===== src/rtl/dmac_ctrl_arb_pkg.sv =====
// Shared types and helpers for the DMA control-port arbiter.
package dmac_ctrl_arb_pkg;

    // Command lock state: IDLE arbitrates freely, LOCKED restricts to the owner.
    typedef enum logic {
        IDLE   = 1'b0,
        LOCKED = 1'b1
    } lock_state_e;

    // Index width that stays at least one bit wide for tiny counts.
    function automatic int unsigned clog2_min1(input int unsigned n);
        int unsigned r;
        r = (n <= 2) ? 1 : $clog2(n);
        return r;
    endfunction

endpackage


===== src/rtl/dmac_ctrl_arb_idfifo.sv =====
// Port-index FIFO: remembers which requester owns each outstanding response.
module dmac_ctrl_arb_idfifo
    import dmac_ctrl_arb_pkg::*;
#(
    parameter int unsigned WIDTH = 2,
    parameter int unsigned DEPTH = 4
) (
    input  logic             clk_i,
    input  logic             rst_ni,
    input  logic             push_i,
    input  logic [WIDTH-1:0] data_i,
    input  logic             pop_i,
    output logic [WIDTH-1:0] head_o,
    output logic             full_o,
    output logic             empty_o
);

    localparam int unsigned PTR_W = clog2_min1(DEPTH);

    logic [PTR_W:0]   r_wr_ptr;
    logic [PTR_W:0]   r_rd_ptr;
    logic [WIDTH-1:0] r_mem [DEPTH];
    logic             w_push;
    logic             w_pop;

    // Extra pointer bit distinguishes full from empty.
    assign empty_o = (r_wr_ptr == r_rd_ptr);
    assign full_o  = (r_wr_ptr[PTR_W] != r_rd_ptr[PTR_W]) &&
                     (r_wr_ptr[PTR_W-1:0] == r_rd_ptr[PTR_W-1:0]);
    assign w_pop   = pop_i && !empty_o;
    // A pop in the same cycle frees the slot, so a push is accepted even when full.
    assign w_push  = push_i && (!full_o || w_pop);
    assign head_o  = r_mem[r_rd_ptr[PTR_W-1:0]];

    // Read/write pointer update.
    always_ff @(posedge clk_i or negedge rst_ni) begin
        if (!rst_ni) begin
            r_wr_ptr <= '0;
            r_rd_ptr <= '0;
        end else begin
            if (w_push) r_wr_ptr <= r_wr_ptr + (PTR_W+1)'(1);
            if (w_pop)  r_rd_ptr <= r_rd_ptr + (PTR_W+1)'(1);
        end
    end

    // Storage write.
    always_ff @(posedge clk_i or negedge rst_ni) begin
        if (!rst_ni) begin
            for (int unsigned i = 0; i < DEPTH; i++) r_mem[i] <= '0;
        end else if (w_push) begin
            r_mem[r_wr_ptr[PTR_W-1:0]] <= data_i;
        end
    end

endmodule


===== src/rtl/dmac_ctrl_arb.sv =====
// N-port round-robin arbiter onto the DMA control target port, with in-order
// response routing and command-atomic locking of multi-word DMA commands.
module dmac_ctrl_arb
    import dmac_ctrl_arb_pkg::*;
#(
    parameter int unsigned NB_PORTS     = 3,
    parameter int unsigned ADDR_WIDTH   = 32,
    parameter int unsigned DATA_WIDTH   = 32,
    parameter int unsigned PE_ID_WIDTH  = 4,
    parameter int unsigned MAX_OUTSTND  = 4,
    parameter logic [7:0]  CMD_OFFSET   = 8'h00,
    parameter int unsigned CMD_WORDS    = 3,
    parameter int unsigned LOCK_TIMEOUT = 16
) (
    input  logic                                  clk_i,
    input  logic                                  rst_ni,
    input  logic [NB_PORTS-1:0]                   s_req_i,
    input  logic [NB_PORTS*ADDR_WIDTH-1:0]        s_add_i,
    input  logic [NB_PORTS-1:0]                   s_wen_i,
    input  logic [NB_PORTS*DATA_WIDTH-1:0]        s_wdata_i,
    input  logic [NB_PORTS*(DATA_WIDTH/8)-1:0]    s_be_i,
    output logic [NB_PORTS-1:0]                   s_gnt_o,
    output logic [NB_PORTS-1:0]                   s_r_valid_o,
    output logic [DATA_WIDTH-1:0]                 s_r_rdata_o,
    output logic                                  s_r_opc_o,
    output logic                                  m_req_o,
    output logic [ADDR_WIDTH-1:0]                 m_add_o,
    output logic                                  m_wen_o,
    output logic [DATA_WIDTH-1:0]                 m_wdata_o,
    output logic [DATA_WIDTH/8-1:0]               m_be_o,
    output logic [PE_ID_WIDTH-1:0]                m_id_o,
    input  logic                                  m_gnt_i,
    input  logic                                  m_r_valid_i,
    input  logic [DATA_WIDTH-1:0]                 m_r_rdata_i,
    input  logic                                  m_r_opc_i,
    output logic                                  lock_err_o,
    output logic                                  busy_o
);

    localparam int unsigned BE_WIDTH = DATA_WIDTH / 8;
    localparam int unsigned IDX_W    = clog2_min1(NB_PORTS);
    localparam int unsigned WL_W     = $clog2(CMD_WORDS + 1);
    localparam int unsigned IC_W     = $clog2(LOCK_TIMEOUT + 1);

    // (base + off) mod NB_PORTS without assuming a power-of-two port count.
    function automatic logic [IDX_W-1:0] f_wrap(input logic [IDX_W-1:0] base,
                                                input int unsigned     off);
        int unsigned s;
        s = 32'(base) + off;
        if (s >= NB_PORTS) s = s - NB_PORTS;
        return IDX_W'(s);
    endfunction

    lock_state_e       r_state;
    lock_state_e       w_state_nxt;
    logic [IDX_W-1:0]  r_owner;
    logic [IDX_W-1:0]  w_owner_nxt;
    logic [IDX_W-1:0]  r_rr_ptr;
    logic [IDX_W-1:0]  w_rr_ptr_nxt;
    logic [WL_W-1:0]   r_words_left;
    logic [WL_W-1:0]   w_words_left_nxt;
    logic [IC_W-1:0]   r_idle_cnt;
    logic [IC_W-1:0]   w_idle_cnt_nxt;

    logic [NB_PORTS-1:0] w_elig;
    logic [IDX_W-1:0]    w_cand;
    logic [IDX_W-1:0]    w_win_idx;
    logic                w_win_valid;
    logic                w_fifo_full;
    logic                w_fifo_empty;
    logic [IDX_W-1:0]    w_fifo_head;
    logic                w_fifo_room;
    logic                w_xfer;
    logic                w_pop;
    logic                w_open_cmd;
    logic                w_owner_req;
    logic                w_lock_err;

    // Eligibility: while locked only the owner may compete.
    always_comb begin
        w_elig = s_req_i;
        if (r_state == LOCKED) w_elig = s_req_i & (NB_PORTS'(1) << r_owner);
    end

    // Round-robin search starting at the pointer; outputs forced idle in reset.
    always_comb begin
        w_win_valid = 1'b0;
        w_win_idx   = '0;
        w_cand      = '0;
        for (int unsigned i = 0; i < NB_PORTS; i++) begin
            w_cand = f_wrap(r_rr_ptr, i);
            if (!w_win_valid && w_elig[w_cand]) begin
                w_win_valid = 1'b1;
                w_win_idx   = w_cand;
            end
        end
        w_win_valid = w_win_valid & rst_ni;
    end

    // A response popping this cycle frees a slot for a same-cycle grant.
    assign w_fifo_room = !w_fifo_full || m_r_valid_i;
    assign m_req_o     = w_win_valid && w_fifo_room;
    assign w_xfer      = m_req_o && m_gnt_i;
    assign w_pop       = m_r_valid_i && !w_fifo_empty && rst_ni;
    assign w_owner_req = s_req_i[r_owner];

    // Forward the winner's request fields to the target.
    always_comb begin
        m_add_o   = '0;
        m_wen_o   = 1'b0;
        m_wdata_o = '0;
        m_be_o    = '0;
        m_id_o    = '0;
        if (w_win_valid) begin
            m_add_o   = s_add_i[w_win_idx*ADDR_WIDTH +: ADDR_WIDTH];
            m_wen_o   = s_wen_i[w_win_idx];
            m_wdata_o = s_wdata_i[w_win_idx*DATA_WIDTH +: DATA_WIDTH];
            m_be_o    = s_be_i[w_win_idx*BE_WIDTH +: BE_WIDTH];
            m_id_o    = PE_ID_WIDTH'(w_win_idx);
        end
    end

    assign s_gnt_o     = w_xfer ? (NB_PORTS'(1) << w_win_idx) : '0;
    assign s_r_valid_o = w_pop ? (NB_PORTS'(1) << w_fifo_head) : '0;
    assign s_r_rdata_o = rst_ni ? m_r_rdata_i : '0;
    assign s_r_opc_o   = rst_ni & m_r_opc_i;

    assign w_open_cmd = w_xfer && !m_wen_o && (m_add_o[7:0] == CMD_OFFSET) && (CMD_WORDS > 1);

    dmac_ctrl_arb_idfifo #(
        .WIDTH (IDX_W),
        .DEPTH (MAX_OUTSTND)
    ) u_idfifo (
        .clk_i   (clk_i),
        .rst_ni  (rst_ni),
        .push_i  (w_xfer),
        .data_i  (w_win_idx),
        .pop_i   (w_pop),
        .head_o  (w_fifo_head),
        .full_o  (w_fifo_full),
        .empty_o (w_fifo_empty)
    );

    // Lock FSM and round-robin pointer next-state.
    always_comb begin
        w_state_nxt      = r_state;
        w_owner_nxt      = r_owner;
        w_words_left_nxt = r_words_left;
        w_idle_cnt_nxt   = r_idle_cnt;
        w_rr_ptr_nxt     = r_rr_ptr;
        w_lock_err       = 1'b0;
        case (r_state)
            IDLE: begin
                if (w_xfer) begin
                    w_rr_ptr_nxt = f_wrap(w_win_idx, 1);
                    if (w_open_cmd) begin
                        w_state_nxt      = LOCKED;
                        w_owner_nxt      = w_win_idx;
                        w_words_left_nxt = WL_W'(CMD_WORDS - 1);
                        w_idle_cnt_nxt   = '0;
                    end
                end
            end
            LOCKED: begin
                // Only the owner can be granted here; reads keep the count.
                if (w_xfer) begin
                    w_idle_cnt_nxt = '0;
                    if (!m_wen_o) begin
                        if (r_words_left != '0) w_words_left_nxt = r_words_left - WL_W'(1);
                        if (r_words_left <= WL_W'(1)) begin
                            w_state_nxt  = IDLE;
                            w_rr_ptr_nxt = f_wrap(r_owner, 1);
                        end
                    end
                end else if (!w_owner_req) begin
                    if (r_idle_cnt != '1) w_idle_cnt_nxt = r_idle_cnt + IC_W'(1);
                    if (r_idle_cnt >= IC_W'(LOCK_TIMEOUT - 1)) begin
                        w_state_nxt  = IDLE;
                        w_lock_err   = 1'b1;
                        w_rr_ptr_nxt = f_wrap(r_owner, 1);
                    end
                end
            end
            default: w_state_nxt = IDLE;
        endcase
    end

    assign lock_err_o = w_lock_err;
    assign busy_o     = !w_fifo_empty || (r_state == LOCKED);

    // Lock FSM and round-robin pointer registers.
    always_ff @(posedge clk_i or negedge rst_ni) begin
        if (!rst_ni) begin
            r_state      <= IDLE;
            r_owner      <= '0;
            r_rr_ptr     <= '0;
            r_words_left <= '0;
            r_idle_cnt   <= '0;
        end else begin
            r_state      <= w_state_nxt;
            r_owner      <= w_owner_nxt;
            r_rr_ptr     <= w_rr_ptr_nxt;
            r_words_left <= w_words_left_nxt;
            r_idle_cnt   <= w_idle_cnt_nxt;
        end
    end

    // A response with nothing outstanding has no destination and is dropped.
    a_resp_needs_owner: assert property (@(posedge clk_i) disable iff (!rst_ni)
        !(m_r_valid_i && w_fifo_empty));

endmodule


===== config.mk =====
export PLATFORM = sky130hd
export DESIGN_NAME = dmac_ctrl_arb
export DESIGN_NICKNAME = d
export VERILOG_FILES = /design/src/rtl/dmac_ctrl_arb_pkg.sv /design/src/rtl/dmac_ctrl_arb_idfifo.sv /design/src/rtl/dmac_ctrl_arb.sv
export SDC_FILE = /design/constraint.sdc
export NUM_CORES = 1
export LEC_CHECK = 0
export BUFFER_PORTS_ARGS = -buffer_cell sky130_fd_sc_hd__buf_2
export CORE_AREA = 2 2 141 143
export CTS_BUF_LIST = sky130_fd_sc_hd__clkbuf_2
export DETAILED_ROUTE_END_ITERATION = 10
export DIE_AREA = 0 0 143 145
export GPL_TIMING_DRIVEN = 0
export MAX_ROUTING_LAYER = met4
export SLEW_MARGIN = 25
export SYNTH_ARGS = -nofsm -noshare
export SYNTH_HDL_FRONTEND = slang
export SYNTH_SLANG_ARGS = --single-unit

===== constraint.sdc =====
create_clock -name clk_i -period 3.9 [get_ports clk_i]
set_input_delay 0.195 -clock clk_i [delete_from_list [all_inputs] [get_ports clk_i]]
set_output_delay 0.195 -clock clk_i [all_outputs]
set_load 0.02 [all_outputs]

# Word level (Yosys, flattened, before mapping)

Index checks and enable logic that the tools add are counted.

Flip-flop bits (word level): 26
Latch bits: 0
Bits in writable memories: 0
ROM bits: 0
Input port bits: 247
Output and inout bits: 115
Logic and storage cells: 158
Memories: 0

$add $sub $neg: 13
Multipliers: 0
Div/mod/pow operators: 0
Order comparisons: 15
Eq/ne operators: 14
Shifts and indexed selects: 6
Mux-type cells: 67
Bitwise operators: 6
Reduce and logical (&&, ||, !) cells: 26

Operators by type and width:

| operator                                                                            | number |
|---|---|
| 96-bit by 8-bit variable part select with 32-bit output                             | 2 |
| 32-bit 2-to-1 mux                                                                   | 3 |
| 2-bit 2-to-1 mux                                                                    | 23 |
| 5-bit 2-to-1 mux                                                                    | 5 |
| 1-bit 2-to-1 mux                                                                    | 20 |
| 2-bit by 3-bit < comparator with 1-bit output, second input constant                | 5 |
| 3-bit by 2-bit greater-or-equal comparator with 1-bit output, second input constant | 4 |
| 1-bit logical AND                                                                   | 12 |
| 12-bit by 5-bit variable part select with 4-bit output                              | 1 |
| 1-bit binary-select mux with 2-bit select                                           | 5 |
| 5-bit one-hot mux with 2 select lines                                               | 1 |
| 5-bit AND reduction                                                                 | 2 |
| 2-bit subtractor, second input constant                                             | 5 |
| 2-bit by 1-bit adder with 3-bit output, second input constant                       | 3 |
| 3-bit 2-to-1 mux                                                                    | 3 |
| 1-bit by 2-bit left shift with 3-bit output, first input constant                   | 3 |
| 8-bit bitwise mux                                                                   | 1 |
| 8-bit logical NOT                                                                   | 1 |
| 2-bit one-hot mux with 2 select lines                                               | 2 |
| 3-bit by 1-bit adder with 3-bit output, second input constant                       | 2 |
| 3-bit greater-or-equal comparator, second input constant                            | 2 |
| 2-bit by 1-bit != test with 1-bit output, second input constant                     | 3 |
| 3-bit by 1-bit != test with 1-bit output, second input constant                     | 2 |
| 3-bit != test, second input constant                                                | 2 |
| 26 further kinds                                                                    | 35 |

# Longest topological paths before layout

Depth in word-level cells: 21
Gate-level depth with buffers: 12

# By module

Synthesis repeated with hierarchy kept, for this count alone.

Cells, all modules: 495
Area total of the unflattened synthesis: 3922.5 um^2

By module, submodules not included:

| module               | times used | cells each | area each (um^2) | seq. area each (um^2) |
|---|---|---|---|---|
| dmac_ctrl_arb        | 1          | 414        | 3036.7           | 300.3 |
| dmac_ctrl_arb_idfifo | 1          | 81         | 885.8            | 350.3 |

# Least setup slack after synthesis

OpenSTA, ideal clock, no wires.

Kind: reg-to-reg
Start point: register r_rr_ptr[0]
End point: register r_words_left[0]
Library setup time: 0.120 ns
Data arrival time: 2.770 ns
Data required time: 3.780 ns
Slack: 1.011 ns
Stages on the path, launching flop included: 12
Path buffers: 1
Clock period less this slack: 2.889 ns
Cells stage by stage: dfrtp_1 > inv_1 > ha_1 > and3_1 > a31o_1 > a211oi_2 > buf_4 > mux2_4 > mux2_2 > nor4b_4 > o211ai_2 > a31o_1

Word-level cells in the longest chain between the ends: 19
Elaborated cells on any way between the ends: 44
Those cells by class: 5 x add/sub; 3 x order compare; 4 x eq/ne; 1 x shift; 19 x mux; 1 x bitwise; 11 x reduce/logical

RTL lines:

| what                                                                            | RTL line             | text |
|---|---|---|
| start: declaration                                                              | dmac_ctrl_arb.sv:58  | `logic [IDX_W-1:0] r_rr_ptr;` |
| start signal: assignment                                                        | dmac_ctrl_arb.sv:202 | `r_rr_ptr <= w_rr_ptr_nxt;` |
| branches (longest 18 deep; another with 2-bit by 1-bit adder with 3-bit output) | n/a                  |  |
| 5-bit AND reduction (no line) *                                                 | n/a                  |  |
| end signal: assignment                                                          | dmac_ctrl_arb.sv:203 | `r_words_left <= w_words_left_nxt;` |
| end: declaration                                                                | dmac_ctrl_arb.sv:60  | `logic [WL_W-1:0] r_words_left;` |

Every way passes the cells marked *. The select of a mux whose other input is x is not followed.
A chain may end at the register's enable or synchronous reset.

# Final worst setup path

Start point: register r_rr_ptr[0]
End point: output port m_add_o[17]

Word-level cells in the longest chain between the ends: 13
Elaborated cells on any way between the ends: 30
Those cells by class: 5 x add/sub; 3 x order compare; 1 x shift; 16 x mux; 1 x bitwise; 4 x reduce/logical

RTL lines:

| what                                                                            | RTL line             | text |
|---|---|---|
| branches (longest 12 deep; another with 2-bit by 1-bit adder with 3-bit output) | n/a                  |  |
| 32-bit 2-to-1 mux *                                                             | dmac_ctrl_arb.sv:114 | `if (w_win_valid) begin` |
| end: declaration                                                                | dmac_ctrl_arb.sv:27  | `output logic [ADDR_WIDTH-1:0] m_add_o,` |

Marks and branches as above.

==> out/qor.yml <==
status: "complete, but fails checks"
violations: "DRC"
syn2layout_area_growth_pct: 58.8
grt_max_degree: 28
fmax_mhz: 273
wirelength_um: 18100
maxSlewViolCount: 0
async_flop_share: 1.00
cts_made_buffers: 3
min_period_ns: 3.67
cp.required_ns: 3.70
dieArea_um2: 20700
relSlewSlack: 0.460
hold_viol: 0
antenna_left: 0
worstHoldPathCells: 3
synth_cells: 482
clk_latency_ns: 0.38
synth_edf_count: 0
clock_path_buffers: 2
die_w_um: 143
htreeDepth: 1
synth_top_area_frac: 0.208
pwr-share-clk: 0.056
drc: 1
clock_sinks: 26
cts_root_buffer: "clkbuf_2"
fin_total_pwr_mw: 3.17
end_kind: "primary output"
min_path_type: "primary input to flop"
synth_seq_cells: 26
final_layout_size_suffix_gt1_frac: 0.465
antenna_found_initial: 3
tightest_slew_ns: 0.809
cp-start-kind: "flop"
cts_setup_buffers: 0
worst-path-max-fanout: 10
instances_no_fill: 1114
grt_usage: 0.169
swShare: 0.577
nNetsFinal: 1112
grt_pass1_vias: 4966
grt_pass1_wl_um: 26900
synth.avg_cell_area_um2: 7.77
synth_area_leaders: "mux2i_1, dfrtp_1, a211oi_1, nor2_1, and2_1"
fin_tns_setup_ns: 0
finClkSkew_ns: 0.0126
ir_worst_vdd_mv: 0.197
yosys_warnings: 0
gp_congestion: 0.915
port_buffers: 359
synth_top_cell_by_area: "mux2i_1"
fp.dieH_um: 145
period_share: 0.940
powerDensity_nw_per_um2: 532
drv_cap: 0
drtPass1Iterations: 7
first_iter_violations: 183
hold_ws_ns: 0.0748
r2r_cells: 11
synthFlopType: "dfrtp_1"
row_count: 51
synth.cell_area_um2: 3750
ys_seq_area_frac: 0.174
cts_tree: "done"
rr_endpoint: "r_words_left[0]"
routed_via_density: 4.50
regToRegStartpoint: "r_rr_ptr[0]"
ys_types: 52
final-setup-viol-count: 0
io-pin-count: 362
seqPwrFrac: 0.134
start_util: 0.195
place_inst: 1107
r2r_setup_slack_ns: 0.68
core-area_um2: 19200
power_leakage_nw: 3.06
routedWlPerCell_um: 16.2
cp.arrival_ns: 3.47
clkTransAtPathRegs_ns: 0.27
p_int_mw: 1.34
vias: 5008
post-dp-hpwl_um: 15500
p_switching_mw: 1.83
path_class: "flop to primary output"
pwr-share-comb: 0.810
worstHoldEndpoint: "u_idfifo.r_rd_ptr[2]"
worstHoldStart: "m_r_valid_i"
grt_overflow: 0
==> timing repair <==
action,in CTS,in global routing
hold buffers,1,0
hold endpoints to repair,26,0
gates resized for setup,1,10
cloned,0,0
endpoints found under the setup margin,19,22
==> how the worst max path moves through the flow <==
stage	to	from	slack (ns)	depth (start not counted)
2_1_floorplan	r_words_left[0]	r_rr_ptr[0]	1.01	11
3_3_place_gp	r_rr_ptr[0]	r_owner[1]	0.27	12
3_5_place_dp	r_rr_ptr[0]	r_owner[1]	0.28	12
4_1_cts	s_gnt_o[0]	rst_ni	0.02	11
5_1_grt	m_wdata_o[6]	r_owner[1]	-0.0003	11
6_report	m_add_o[17]	r_rr_ptr[0]	0.23	10
==> cells in the mapped netlist, types with 4 or more instances <==
| master | count |
|---|---|
| a31o_1 | 4 |
| nand2_1 | 27 |
| buf_4 | 4 |
| xnor2_1 | 7 |
| inv_1 | 15 |
| a211oi_1 | 69 |
| nand3_1 | 4 |
| nand2b_1 | 4 |
| nor4_1 | 4 |
| nor2_1 | 79 |
| buf_1 | 8 |
| a21oi_1 | 4 |
| o21ai_0 | 12 |
| a22oi_1 | 4 |
| mux2i_1 | 78 |
| dfrtp_1 | 26 |
| nor3_1 | 5 |
| clkbuf_1 | 25 |
| and2_1 | 36 |
| buf_2 | 5 |
| ha_1 | 18 |
| and3_1 | 4 |
==> routing by layer <==
layer	part of all wire	track usage
met3	0.055	0.0162
met4	0.017	0.0436
met1	0.41	0.199
met5	0	-
met2	0.52	0.307
==> cell families (layout without fill, tap and decap cells) <==
family                     after synthesis  count (layout)  synth area share
adders and majority gates               18              18            0.0601
DFF                                     26              26             0.174
other                                    1               5           0.00100
xor gates and xnor gates                 7               7            0.0164
and+or+nand+nor                        175             175             0.227
muxes                                   85              85             0.237
buffers and inverters                   58             421            0.0638
AOI/OAI and AO/OA                      112             112             0.221
==> critical path: stages, from the launching register on <==
cell      delay, ns
dfrtp_1        0.41
inv_1          0.06
ha_1           0.36
and3_1         0.22
a31o_1         0.19
a211oi_2       0.19
buf_4          0.24
buf_1          0.61
mux2i_1        0.18
a211oi_1       0.40
buf_2          0.24
==> stage by stage <==
| stage | worst slack [ns] | cell area (µm²) | utilization |
|---|---|---|---|
| 3_5_place_dp | 0.277 | 5880 | 0.306 |
| 6_report | 0.233 | 5950 | 0.310 |
| 2_1_floorplan | 1.01 | 3750 | - |
| 4_1_cts | 0.0235 | 5930 | 0.309 |
| 5_1_grt | -0.000338 | 5950 | 0.310 |
| 3_3_place_gp | 0.275 | 5880 | 0.306 |
==> final cells by class <==
cell class | instances | area, µm²
Fill cell | 2079 | 13300
Clock buffer | 3 | 15.0
Buffer | 41 | 185
Inverter | 16 | 60.1
Clock inverter | 1 | 30.0
Antenna cell | 3 | 7.51
Multi-Input combinational cell | 399 | 2860
Sequential cell | 26 | 651
Tap cell | 265 | 332
Timing Repair Buffer | 360 | 1810
==> power by group through the flow <==
stage          Combinational, mW  Sequential (mW)  Clock, mW
2_1_floorplan               1.68            0.410          0
3_3_place_gp                2.58            0.428          0
3_5_place_dp                2.59            0.430          0
4_1_cts                     2.58            0.424      0.181
5_1_grt                     2.79            0.438      0.189
6_report                    2.57            0.424      0.178
==> layout by cell type (no fill, tap or decap), types with 5 or more instances in the layout <==
master    Yosys  final
mux2i_1      78     78
nor3_1        5      5
inv_1        15     15
clkbuf_2      0      9
a211oi_1     69     69
buf_2         5    362
xnor2_1       7      7
and2_1       36     36
nor2_1       79     79
o21ai_0      12     12
clkbuf_1     25     20
nand2_1      27     27
ha_1         18     18
buf_1         8      6
dfrtp_1      26     26
==> sequential cells by signal, indices dropped and copies added (netlist names) <==
| name | flops |
|---|---|
| u_idfifo.r_mem | 8 |
| r_idle_cnt | 5 |
| u_idfifo.r_rd_ptr | 3 |
| u_idfifo.r_wr_ptr | 3 |
| r_owner | 2 |
| r_rr_ptr | 2 |
| r_words_left | 2 |
| r_state | 1 |
No activity file was read; power rests on OpenSTA's default activity.
